--- src/rtl/motor_cmd_shaper.sv ---
// motor_cmd_shaper: slew-limits two signed wheel-speed commands on a fixed update tick and
// maps each ramped speed onto the sign/period pair consumed by motor_controller.
module motor_cmd_shaper #(
  parameter int unsigned TICK_DIV      = 50000,
  parameter int unsigned RAMP_STEP     = 4,
  parameter int unsigned TIMEOUT_TICKS = 100
) (
  input  logic       clk,
  input  logic       reset,
  input  logic       cmd_valid,
  output logic       cmd_ready,
  input  logic [7:0] cmd_m1,
  input  logic [7:0] cmd_m2,
  output logic       motor1_sign,
  output logic [6:0] motor1_period,
  output logic       motor2_sign,
  output logic [6:0] motor2_period,
  output logic       timeout
);
  localparam int unsigned PW = (TICK_DIV > 1) ? $clog2(TICK_DIV) : 1;
  localparam int unsigned WW = $clog2(TIMEOUT_TICKS + 1);

  localparam logic [PW-1:0]     PRESC_MAX = PW'(TICK_DIV - 1);
  localparam logic [WW-1:0]     WD_MAX    = WW'(TIMEOUT_TICKS - 1);
  localparam logic signed [8:0] STEP9     = 9'(RAMP_STEP);
  localparam logic signed [7:0] STEP8     = 8'(RAMP_STEP);

  localparam logic [1:0] ST_IDLE    = 2'd0;
  localparam logic [1:0] ST_RUN     = 2'd1;
  localparam logic [1:0] ST_TIMEOUT = 2'd2;

  // -128 has no positive counterpart, so it is pulled in to keep speeds symmetric.
  function automatic logic signed [7:0] f_clamp(input logic [7:0] v);
    return (v == 8'h80) ? 8'sh81 : $signed(v);
  endfunction

  function automatic logic signed [7:0] f_ramp(input logic signed [7:0] tgt,
                                               input logic signed [7:0] cur);
    logic signed [8:0] d;
    d = $signed({tgt[7], tgt}) - $signed({cur[7], cur});
    if ((d <= STEP9) && (d >= -STEP9)) begin
      return tgt;
    end else if (!d[8]) begin
      return cur + STEP8;
    end else begin
      return cur - STEP8;
    end
  endfunction

  function automatic logic [6:0] f_period(input logic signed [7:0] cur);
    logic [6:0] mag;
    mag = cur[7] ? 7'(-cur) : cur[6:0];
    return 7'd127 - mag;
  endfunction

  logic [PW-1:0]     r_presc;
  logic [WW-1:0]     r_wd;
  logic [1:0]        r_state;
  logic              r_rdy_en;
  logic              r_timeout;
  logic signed [7:0] r_tgt1, r_tgt2, r_cur1, r_cur2;
  logic              r_sign1, r_sign2;
  logic [6:0]        r_per1, r_per2;
  logic              w_tick;
  logic              w_accept;

  assign w_tick    = (r_presc == PRESC_MAX);
  assign cmd_ready = r_rdy_en & ~w_tick;
  assign w_accept  = cmd_valid & cmd_ready;

  assign motor1_sign   = r_sign1;
  assign motor1_period = r_per1;
  assign motor2_sign   = r_sign2;
  assign motor2_period = r_per2;
  assign timeout       = r_timeout;

  always_ff @(posedge clk or posedge reset) begin
    if (reset) begin
      r_presc   <= '0;
      r_wd      <= '0;
      r_state   <= ST_IDLE;
      r_rdy_en  <= 1'b0;
      r_timeout <= 1'b0;
      r_tgt1    <= '0;
      r_tgt2    <= '0;
      r_cur1    <= '0;
      r_cur2    <= '0;
      r_sign1   <= 1'b1;
      r_sign2   <= 1'b1;
      r_per1    <= 7'd127;
      r_per2    <= 7'd127;
    end else begin
      r_rdy_en <= 1'b1;
      r_presc  <= w_tick ? '0 : r_presc + PW'(1);
      r_sign1  <= ~r_cur1[7];
      r_sign2  <= ~r_cur2[7];
      r_per1   <= f_period(r_cur1);
      r_per2   <= f_period(r_cur2);
      if (w_tick) begin
        r_cur1 <= f_ramp(r_tgt1, r_cur1);
        r_cur2 <= f_ramp(r_tgt2, r_cur2);
      end
      // Accept never coincides with a tick, so an accept always takes priority here.
      case (r_state)
        ST_IDLE: begin
          if (w_accept) begin
            r_tgt1  <= f_clamp(cmd_m1);
            r_tgt2  <= f_clamp(cmd_m2);
            r_wd    <= '0;
            r_state <= ST_RUN;
          end
        end
        ST_RUN: begin
          if (w_accept) begin
            r_tgt1 <= f_clamp(cmd_m1);
            r_tgt2 <= f_clamp(cmd_m2);
            r_wd   <= '0;
          end else if (w_tick) begin
            if (r_wd == WD_MAX) begin
              r_state   <= ST_TIMEOUT;
              r_timeout <= 1'b1;
              r_tgt1    <= '0;
              r_tgt2    <= '0;
              r_wd      <= '0;
            end else begin
              r_wd <= r_wd + WW'(1);
            end
          end
        end
        ST_TIMEOUT: begin
          if (w_accept) begin
            r_tgt1    <= f_clamp(cmd_m1);
            r_tgt2    <= f_clamp(cmd_m2);
            r_wd      <= '0;
            r_timeout <= 1'b0;
            r_state   <= ST_RUN;
          end
        end
        default: r_state <= ST_IDLE;
      endcase
    end
  end
endmodule

--- config.mk ---
export PLATFORM = sky130hd
export DESIGN_NAME = motor_cmd_shaper
export DESIGN_NICKNAME = d
export VERILOG_FILES = /design/src/rtl/motor_cmd_shaper.sv
export SDC_FILE = /design/constraint.sdc
export NUM_CORES = 1
export LEC_CHECK = 0
export CAP_MARGIN = 20
export CORE_UTILIZATION = 34
export CTS_CLUSTER_SIZE = 40
export DETAILED_ROUTE_END_ITERATION = 16
export GPL_TIMING_DRIVEN = 0
export SYNTH_ARGS = -nofsm -noshare
export SYNTH_HDL_FRONTEND = slang
export SYNTH_SLANG_ARGS = --single-unit
--- constraint.sdc ---
create_clock -name clk -period 8.2 [get_ports clk]
set_input_delay 1.64 -clock clk [delete_from_list [all_inputs] [get_ports clk]]
set_output_delay 1.64 -clock clk [all_outputs]
set_load 0.02 [all_outputs]
# Word level (Yosys, flattened, before mapping)
# Cells that the tools add are included.
word_totals:
  register_bits: 75
  in_bits: 19
op_classes:
  n_addsub: 12
  n_lt_le_gt_ge: 4
  eq_ne: 13
  muxes: 32
  bitwise: 5
  n_reduce_logical: 10
op_table:
  columns: ["op", "count"]
  rows:
  - ["$mux 8", 12]
  - ["$mux 7", 6]
  - ["$pmux 8 s2", 2]
  - ["$ge 9x3->1 const B", 2]
  - ["$le 9x4->1 const B", 2]
  - ["$sub 8x8->9", 2]
  - ["$add 16x1->16 const B", 1]
  - ["$add 8x4->8 const B", 2]
  - ["$eq 16x16->1 const B", 1]
  - ["$eq 8x8->1 const B", 2]
  - ["$mux 16", 1]
  - ["$sub 8x4->8 const B", 2]
  - ["$neg 7->7", 2]
  - ["$pmux 7 s2", 1]
  - ["$sub 7x7->7 const A", 2]
  - ["$mux 2", 4]
  - ["$ne 2x2->1 const B", 4]
  - ["$reduce_and 4->1", 2]
  - ["$add 7x1->7 const B", 1]
  - ["$eq 7x7->1 const B", 1]
  - ["$ne 3x3->1 const B", 2]
  - ["$reduce_and 5->1", 1]
  - ["$mux 1", 4]
  - ["$pmux 2 s2", 1]
  - ["11 further kinds", 16]

# Depth between registers and ports, before layout
# Gate-level depths: netlist of run 1.
depth:
  depth_word: 6
  ltp_mapped: 16
  depth_no_buf: 16

# Worst setup path after synthesis of run 1
# OpenSTA, ideal clock, no wires.
synth_timing:
  kind: "register -> output"
  from: "register r_presc[7]"
  to: "output port cmd_ready"
  arrival_time_ps: 1958
  slack_ps: 4602
  path_stages_with_launch: 6
  path_cell_list: "dfrtp_1 -> or4b_1 -> or4_1 -> buf_6 -> clkbuf_1 -> and2_1"
synth_between:
  elab_chain_cells: 3
synth_rtl:
  columns: ["element", "line", "text"]
  rows:
  - ["from (decl)", "56", "logic [PW-1:0] r_presc;"]
  - ["from (signal assigned)", "94", "r_presc <= w_tick ? '0 : r_presc + PW'(1);"]
  - ["$eq 16x16->1", "67", "assign w_tick = (r_presc == PRESC_MAX);"]
  - ["$not 1->1", "68", "assign cmd_ready = r_rdy_en & ~w_tick;"]
  - ["$and 1x1->1", "68", null]
  - ["to (decl)", "11", "output logic cmd_ready,"]
# No other way between the ends.

# Final worst setup path of run 1
layout_timing:
  from: "register r_presc[4]"
  to: "output port cmd_ready"
# The elaborated chain is that of the path after synthesis.

==> results of run 1 <==
[metrics by stage]
step	util (%)	power (mW)	hold slack (ns)
3_3_place_gp	40.05	0.5710	0.4292
4_1_cts	42.71	0.9950	0.4401
5_1_grt	42.71	1.038	0.4521
6_report	42.71	0.9822	0.4386
3_5_place_dp	40.28	0.5763	0.4319
2_1_floorplan	-	0.5280	0.4016
[final cells by class]
cell class	count	area (sq um)	area share [%]
buffer	16	81.33	1.485
multi-input combinational	337	2470	45.09
inverter	30	115.1	2.101
clock inverter	5	78.83	1.439
clock buffer	11	232.7	4.249
tap	172	215.2	3.929
sequential	75	1897	34.63
timing repair buffer	37	387.9	7.081
[state kept, by name, indices dropped and copies added (netlist names)]
| name | count |
|---|---|
| motor1_sign | 1 |
| r_tgt2 | 8 |
| r_cur2 | 8 |
| timeout | 1 |
| r_cur1 | 8 |
| r_state | 2 |
| r_tgt1 | 8 |
| motor1_period | 7 |
| r_rdy_en | 1 |
| r_wd | 7 |
| r_presc | 16 |
| motor2_period | 7 |
| motor2_sign | 1 |
[cells by family after synthesis]
group,count (synthesis),synth area share (%)
fa+ha+maj,32,9.438
mux,7,1.591
simple gates,141,16.71
compound gates,118,19.04
other cells,1,0.08223
flops,75,41.59
xor+xnor,38,7.298
buf+inv,46,4.252
[routing by layer]
layer / GRT usage [%] / vias up / wire length [um]
li1: - / 1780 / -
met1: 20.93 / 1723 / 4755
met2: 27.65 / 65 / 5141
met3: 3.488 / 11 / 408
met4: 4.247 / 0 / 90
met5: 0 / - / 0
[worst paths after layout]
path | slack [ns] | start | endpoint
max | 3.61 | r_presc[4]$_DFF_PP0_ | cmd_ready
max reg2reg | 4.26 | r_cur1[2]$_DFFE_PP0N_ | r_cur1[7]$_DFFE_PP0N_
min | 0.44 | r_cur2[1]$_DFFE_PP0P_ | motor2_period[1]$_DFF_PP1_
max in group asynchronous | 6.07 | reset | motor1_sign$_DFF_PP1_
min in group asynchronous | 1.73 | reset | motor2_period[0]$_DFF_PP1_
min reg2reg | 0.44 | r_cur2[1]$_DFFE_PP0P_ | motor2_period[1]$_DFF_PP1_
[report_power, final]
part	switching, mW	internal, mW	total, mW	leakage (nW)
clock network	0.145	0.266	0.411	0.153
logic	0.0985	0.0739	0.172	1.25
registers	0.0141	0.385	0.399	0.938
[worst register-to-register path, delay by kind of cell (launching register included)]
family | cells | cell delay (ns)
adders and majority gates | 2 | 0.64
and+or+nand+nor | 3 | 0.74
buffers and inverters | 2 | 0.47
DFF | 1 | 0.38
AOI/OAI and AO/OA | 8 | 1.64
[synthesized netlist by cell type (3+ instances only)]
master	n	area [sq um]
nand4_1	9	56.30
o21ai_0	20	100.1
inv_1	30	112.6
nand2_1	38	142.6
ha_1	28	350.3
mux2i_1	5	50.05
xor2_1	19	166.4
xnor2_1	19	166.4
nor4_1	3	18.77
o211ai_1	17	127.6
and3_1	7	43.79
a21o_1	8	60.06
nor2_1	25	93.84
nand3_1	16	80.08
a21oi_1	18	90.09
fa_1	4	80.08
clkbuf_1	8	30.03
dfrtp_1	59	1476
dfstp_2	16	420.4
nor3_1	3	15.01
nor2b_1	5	31.28
a32o_1	14	140.1
nand2b_1	4	25.02
o2111ai_1	3	26.28
buf_2	5	25.02
or3_1	6	37.54
and2_1	6	37.54
o221ai_1	6	52.55
and4_1	3	26.28
o31ai_1	7	52.55
==> results.cfg, run 1 <==
[routing]
initialDrtViolationCount = 245
drt-wirelength-per-cell_um = 15.22
antenna_left = 0
vias = 3579
drc = 0
routed_via_density = 5.240
postRouteWirelength_um = 10400
drt_first_pass_iters = 4

[final_layout]
num-fill-cells = 1246
layout_common_cells = dfrtp_1 (59), nand2_1 (38), clkdlybuf4s50_1 (36)
drive_gt1_share_pct = 10.18
stdcell_count = 683
layout.nets = 557
mostFrequentLayoutCell = dfrtp_1
antenna-diode-count = 0
flow.area_growth_from_synthesis_pct = 20.11
design_area_sq_um = 5478

[clocking]
clock_sink_count = 75
number_of_h_tree_branching_levels = 3
post_cts_resize_count = 0
clk_latency_ns = 0.33
clk_buf_depth = 2
tritoncts = done
cts.hold.buffers_added = 0
cts_inserted_buffers = 9
root_buffer = clkbuf_16
clkTransAtPathRegs_ns = 0.06
post_cts_buffers = 0

[yosys]
yosys_cell_types = 67
synth.net_count = 509
syn_avg_cell_area_sq_um = 9.958
async_flop_share_pct = 100.0
dominantRegCellSynth = dfrtp_1
synth.yosys.seq_area_share_pct = 41.59
post_synth_inst_count = 458
synth_area_sq_um = 4561
synth-edff-count = 0
yosysWarnings = 0
ys_ff_latch = 75

[grt]
global_route_wire_length_before_repair_um = 18240
global_route.usage.total_pct = 16.30
largest_net_degree_at_the_start_of_global_routing = 73
antenna_found_initial = 0
vias_in_the_first_global_route = 3667
globalRoute.totalOverflow = 0

[placement]
place.gp.congestion = 0.8793
placement.setup.worst_slack_ns = 3.963
placedInstanceArea_sq_um = 5166
port-buffer-count = 36
hpwl_um = 7883
placedCellCount = 667

[pwr]
power.density_nw_per_um2 = 179.3
leakagePower_nw = 2.346
ir_worst_vdd_mv = 0.1104

[sta]
clock_skew_ns = 0.01214
setup_viol_count_final = 0
final_hold_vio_count = 0
post-route-period-util_pct = 56.03
worstMarginPinSlew_ns = 0.6823
worst_slack_setup_final_ns = 3.606
slew-limit-headroom_pct = 54.09
fin_setup_tns_ns = 0
period_minus_slack_ns = 4.594
final-max-slew-violation-count = 0
rsz_0062_raised_after_global_routing = no
fmax_ghz = 0.2177

[worst_setup_path]
cp-start-kind = flop
data_required_critical_path_ns = 6.56
worst_path_buffer_plus_inverter_count = 3
signal_arrival_time_at_the_worst_endpoint_ns = 2.95
critical_path_peak_fanout = 10
path_class = flop to primary output
worst-path-stages = 6
largest_delay_contributor_family_on_the_critical_path = simple AND/OR/NAND/NOR gates
endpoint_kind = primary output
cp_cell_sequence = or4b_1 > or4_1 > buf_6 > clkbuf_1 > and2_1 > clkdlybuf4s50_1
worst-r2r-cell-count = 15
worst_path_largest_cell_delay_ns = 0.54
critical_path.slowest_cell = or4b_1

[job]
max_cap_violations = 0

[min_path]
timing.hold.worst.class = flop to flop
hold_depth = 1

[floorplanning]
ios = 37
rows = 41
die_width_um = 117.8
core_area_sq_um = 12820
start_util_pct = 35.56
die_h_um = 117.8
dieArea_sq_um = 13880

[run_status]
status = finished, final reports clean
Power figures use the tool's default switching activity.
==> run 2: changes to the inputs <==
==> constraint.sdc (replaced) <==
create_clock -name clk -period 4.6 [get_ports clk]
set_input_delay 0.92 -clock clk [delete_from_list [all_inputs] [get_ports clk]]
set_output_delay 0.92 -clock clk [all_outputs]
set_load 0.02 [all_outputs]
==> results of run 2 <==
Same layout as run 1 (identical final DEF). Status: finished, final reports clean.
Main changes from that run: setup slack after placement 3.963 ns -> 0.7083 ns; setup slack after layout 3.606 ns -> 0.6648 ns; start point of the critical path r_presc[4]$_DFF_PP0_ -> r_cur1[2]$_DFFE_PP0N_; end point of the critical path cmd_ready -> r_cur1[7]$_DFFE_PP0N_; register-to-register setup slack 4.26 ns -> 0.66 ns; total power 0.9822 mW -> 1.751 mW; worst IR drop on VDD 0.1104 mV -> 0.1968 mV
==> run 3: changes to the inputs <==
--- a/config.mk
+++ b/config.mk
@@ -6,10 +6,12 @@
 export NUM_CORES = 1
 export LEC_CHECK = 0
 export CAP_MARGIN = 20
-export CORE_UTILIZATION = 34
+export CORE_UTILIZATION = 59
 export CTS_CLUSTER_SIZE = 40
 export DETAILED_ROUTE_END_ITERATION = 16
 export GPL_TIMING_DRIVEN = 0
+export MAX_ROUTING_LAYER = met4
+export PLACE_DENSITY = 0.81
 export SYNTH_ARGS = -nofsm -noshare
 export SYNTH_HDL_FRONTEND = slang
 export SYNTH_SLANG_ARGS = --single-unit
==> results.cfg, run 3 (synthesis gave the netlist of run 1 again) <==
[run_status]
status = finished, final reports clean

[floorplanning]
start_util_pct = 61.88
rows = 31
die_width_um = 89.92
core_area_sq_um = 7370
die_h_um = 89.92
dieArea_sq_um = 8086
ios = 37

[routing]
postRouteWirelength_um = 10110
wl_met2_um = 5110
route.met3.wl_um = 589
detail_route.wirelength.met1_um = 4270
drt_first_pass_iters = 7
antenna_left = 0
route.top_layer_used = met4
drc = 0
initialDrtViolationCount = 251
vias = 3795
drt-wirelength-per-cell_um = 16.61
routed_via_density = 6.232

[worst_setup_path]
critical_path_peak_fanout = 7
endpoint_kind = flop
data_required_critical_path_ns = 4.85
signal_arrival_time_at_the_worst_endpoint_ns = 4.18
path_class = flop to flop
cp-start-kind = flop

[sta]
setup_viol_count_final = 0
final-max-slew-violation-count = 0
period_minus_slack_ns = 3.929
rsz_0062_raised_after_global_routing = no
clock_skew_ns = 0.01022
slew-limit-headroom_pct = 41.42
final_hold_vio_count = 0
fin_setup_tns_ns = 0
post-route-period-util_pct = 85.42
fmax_ghz = 0.2545
worstMarginPinSlew_ns = 0.8787

[placement]
hpwl_um = 7620
place.gp.congestion = 0.8503
placedInstanceArea_sq_um = 5047
port-buffer-count = 36

[clocking]
clk_buf_depth = 2
root_buffer = clkbuf_8
number_of_h_tree_branching_levels = 3
post_cts_resize_count = 0
clkTransAtPathRegs_ns = 0.08
post_cts_buffers = 0
clock_sink_count = 75
cts_inserted_buffers = 9
tritoncts = done
clk_latency_ns = 0.35
cts.hold.buffers_added = 0

[final_layout]
largest_register = r_presc
flow.area_growth_from_synthesis_pct = 15.12
layout_common_cells = dfrtp_1 (59), nand2_1 (38), clkdlybuf4s50_1 (36)
largest_reg_flops = 16
sequential_cell_area_sq_um = 1897
antenna-diode-count = 0
drive_gt1_share_pct = 10.20
num-fill-cells = 573
mostFrequentLayoutCell = dfrtp_1
post-route-util_pct = 71.24
multi_input_comb_area_sq_um = 2470
design_area_sq_um = 5250
layout.nets = 556

[grt]
global_route_wire_length_before_repair_um = 17660
global_route.usage.total_pct = 27.96
globalRoute.totalOverflow = 0
largest_net_degree_at_the_start_of_global_routing = 76
vias_in_the_first_global_route = 3740
antenna_found_initial = 0

[pwr]
ir_worst_vdd_mv = 0.2393
power.density_nw_per_um2 = 292.4
leakagePower_nw = 2.283

[min_path]
timing.hold.worst.class = flop to flop

[job]
max_cap_violations = 0
==> run 3: path summary, 6_finish.rpt <==
path | end | slack (ns) | cells past startpoint | from
max | r_cur1[7]$_DFFE_PP0N_ | 0.67 | 15 | r_cur1[2]$_DFFE_PP0N_
min | motor2_period[0]$_DFF_PP1_ | 0.45 | 1 | r_cur2[0]$_DFFE_PP0P_
max reg2reg | r_cur1[7]$_DFFE_PP0N_ | 0.67 | 15 | r_cur1[2]$_DFFE_PP0N_
min reg2reg | motor2_period[0]$_DFF_PP1_ | 0.45 | 1 | r_cur2[0]$_DFFE_PP0P_
max in group asynchronous | r_cur2[3]$_DFFE_PP0N_ | 2.93 | 2 | reset
min in group asynchronous | r_presc[7]$_DFF_PP0_ | 1.10 | 2 | reset
==> run 3: layout make-up <==
class                   count  share of cell area (%)
plain buffers              16                   1.549
flip-flops and latches     75                   36.13
inverters                  30                   2.193
well taps                  99                   2.359
multi-input cells         337                   47.04
clock buffers              11                   2.693
repair buffers             36                   6.864
clock inverters             5                   1.168
==> run 3: critical path, stage by stage (launching register included) <==
cell,delay [ns]
dfrtp_1,0.40
clkbuf_1,0.36
inv_1,0.08
ha_1,0.36
a211oi_1,0.25
o21ai_0,0.16
a21o_1,0.24
nand2_1,0.20
ha_1,0.27
a21o_1,0.18
a21oi_1,0.22
o21ai_0,0.17
and3_1,0.22
or3_1,0.30
a211o_1,0.30
o211ai_1,0.12
==> run 3: metrics by stage <==
step	hold WS, ns	setup WS [ns]	std cells	power [mW]
global placement	0.4298	0.6994	593	1.008
floorplan	0.4016	1.252	458	0.9412
CTS	0.4506	0.6908	609	1.540
detailed placement	0.4455	0.7378	593	1.023
global route	0.4951	0.4223	609	1.609
finish	0.4489	0.6707	609	1.535
==> run 3: power breakdown <==
part	internal, mW	switching, mW	leakage, nW
Clock	0.268	0.250	0.104
Sequential	0.685	0.0258	0.938
Combinational	0.129	0.177	1.24
Total	1.08	0.452	2.28
==> run 3: layer usage <==
metal / track usage (%) / vias to the layer above
met4: 6.855 / 0
met5: - / -
met2: 46.60 / 136
met1: 35.01 / 1867
li1: - / 1772
met3: 6.007 / 20
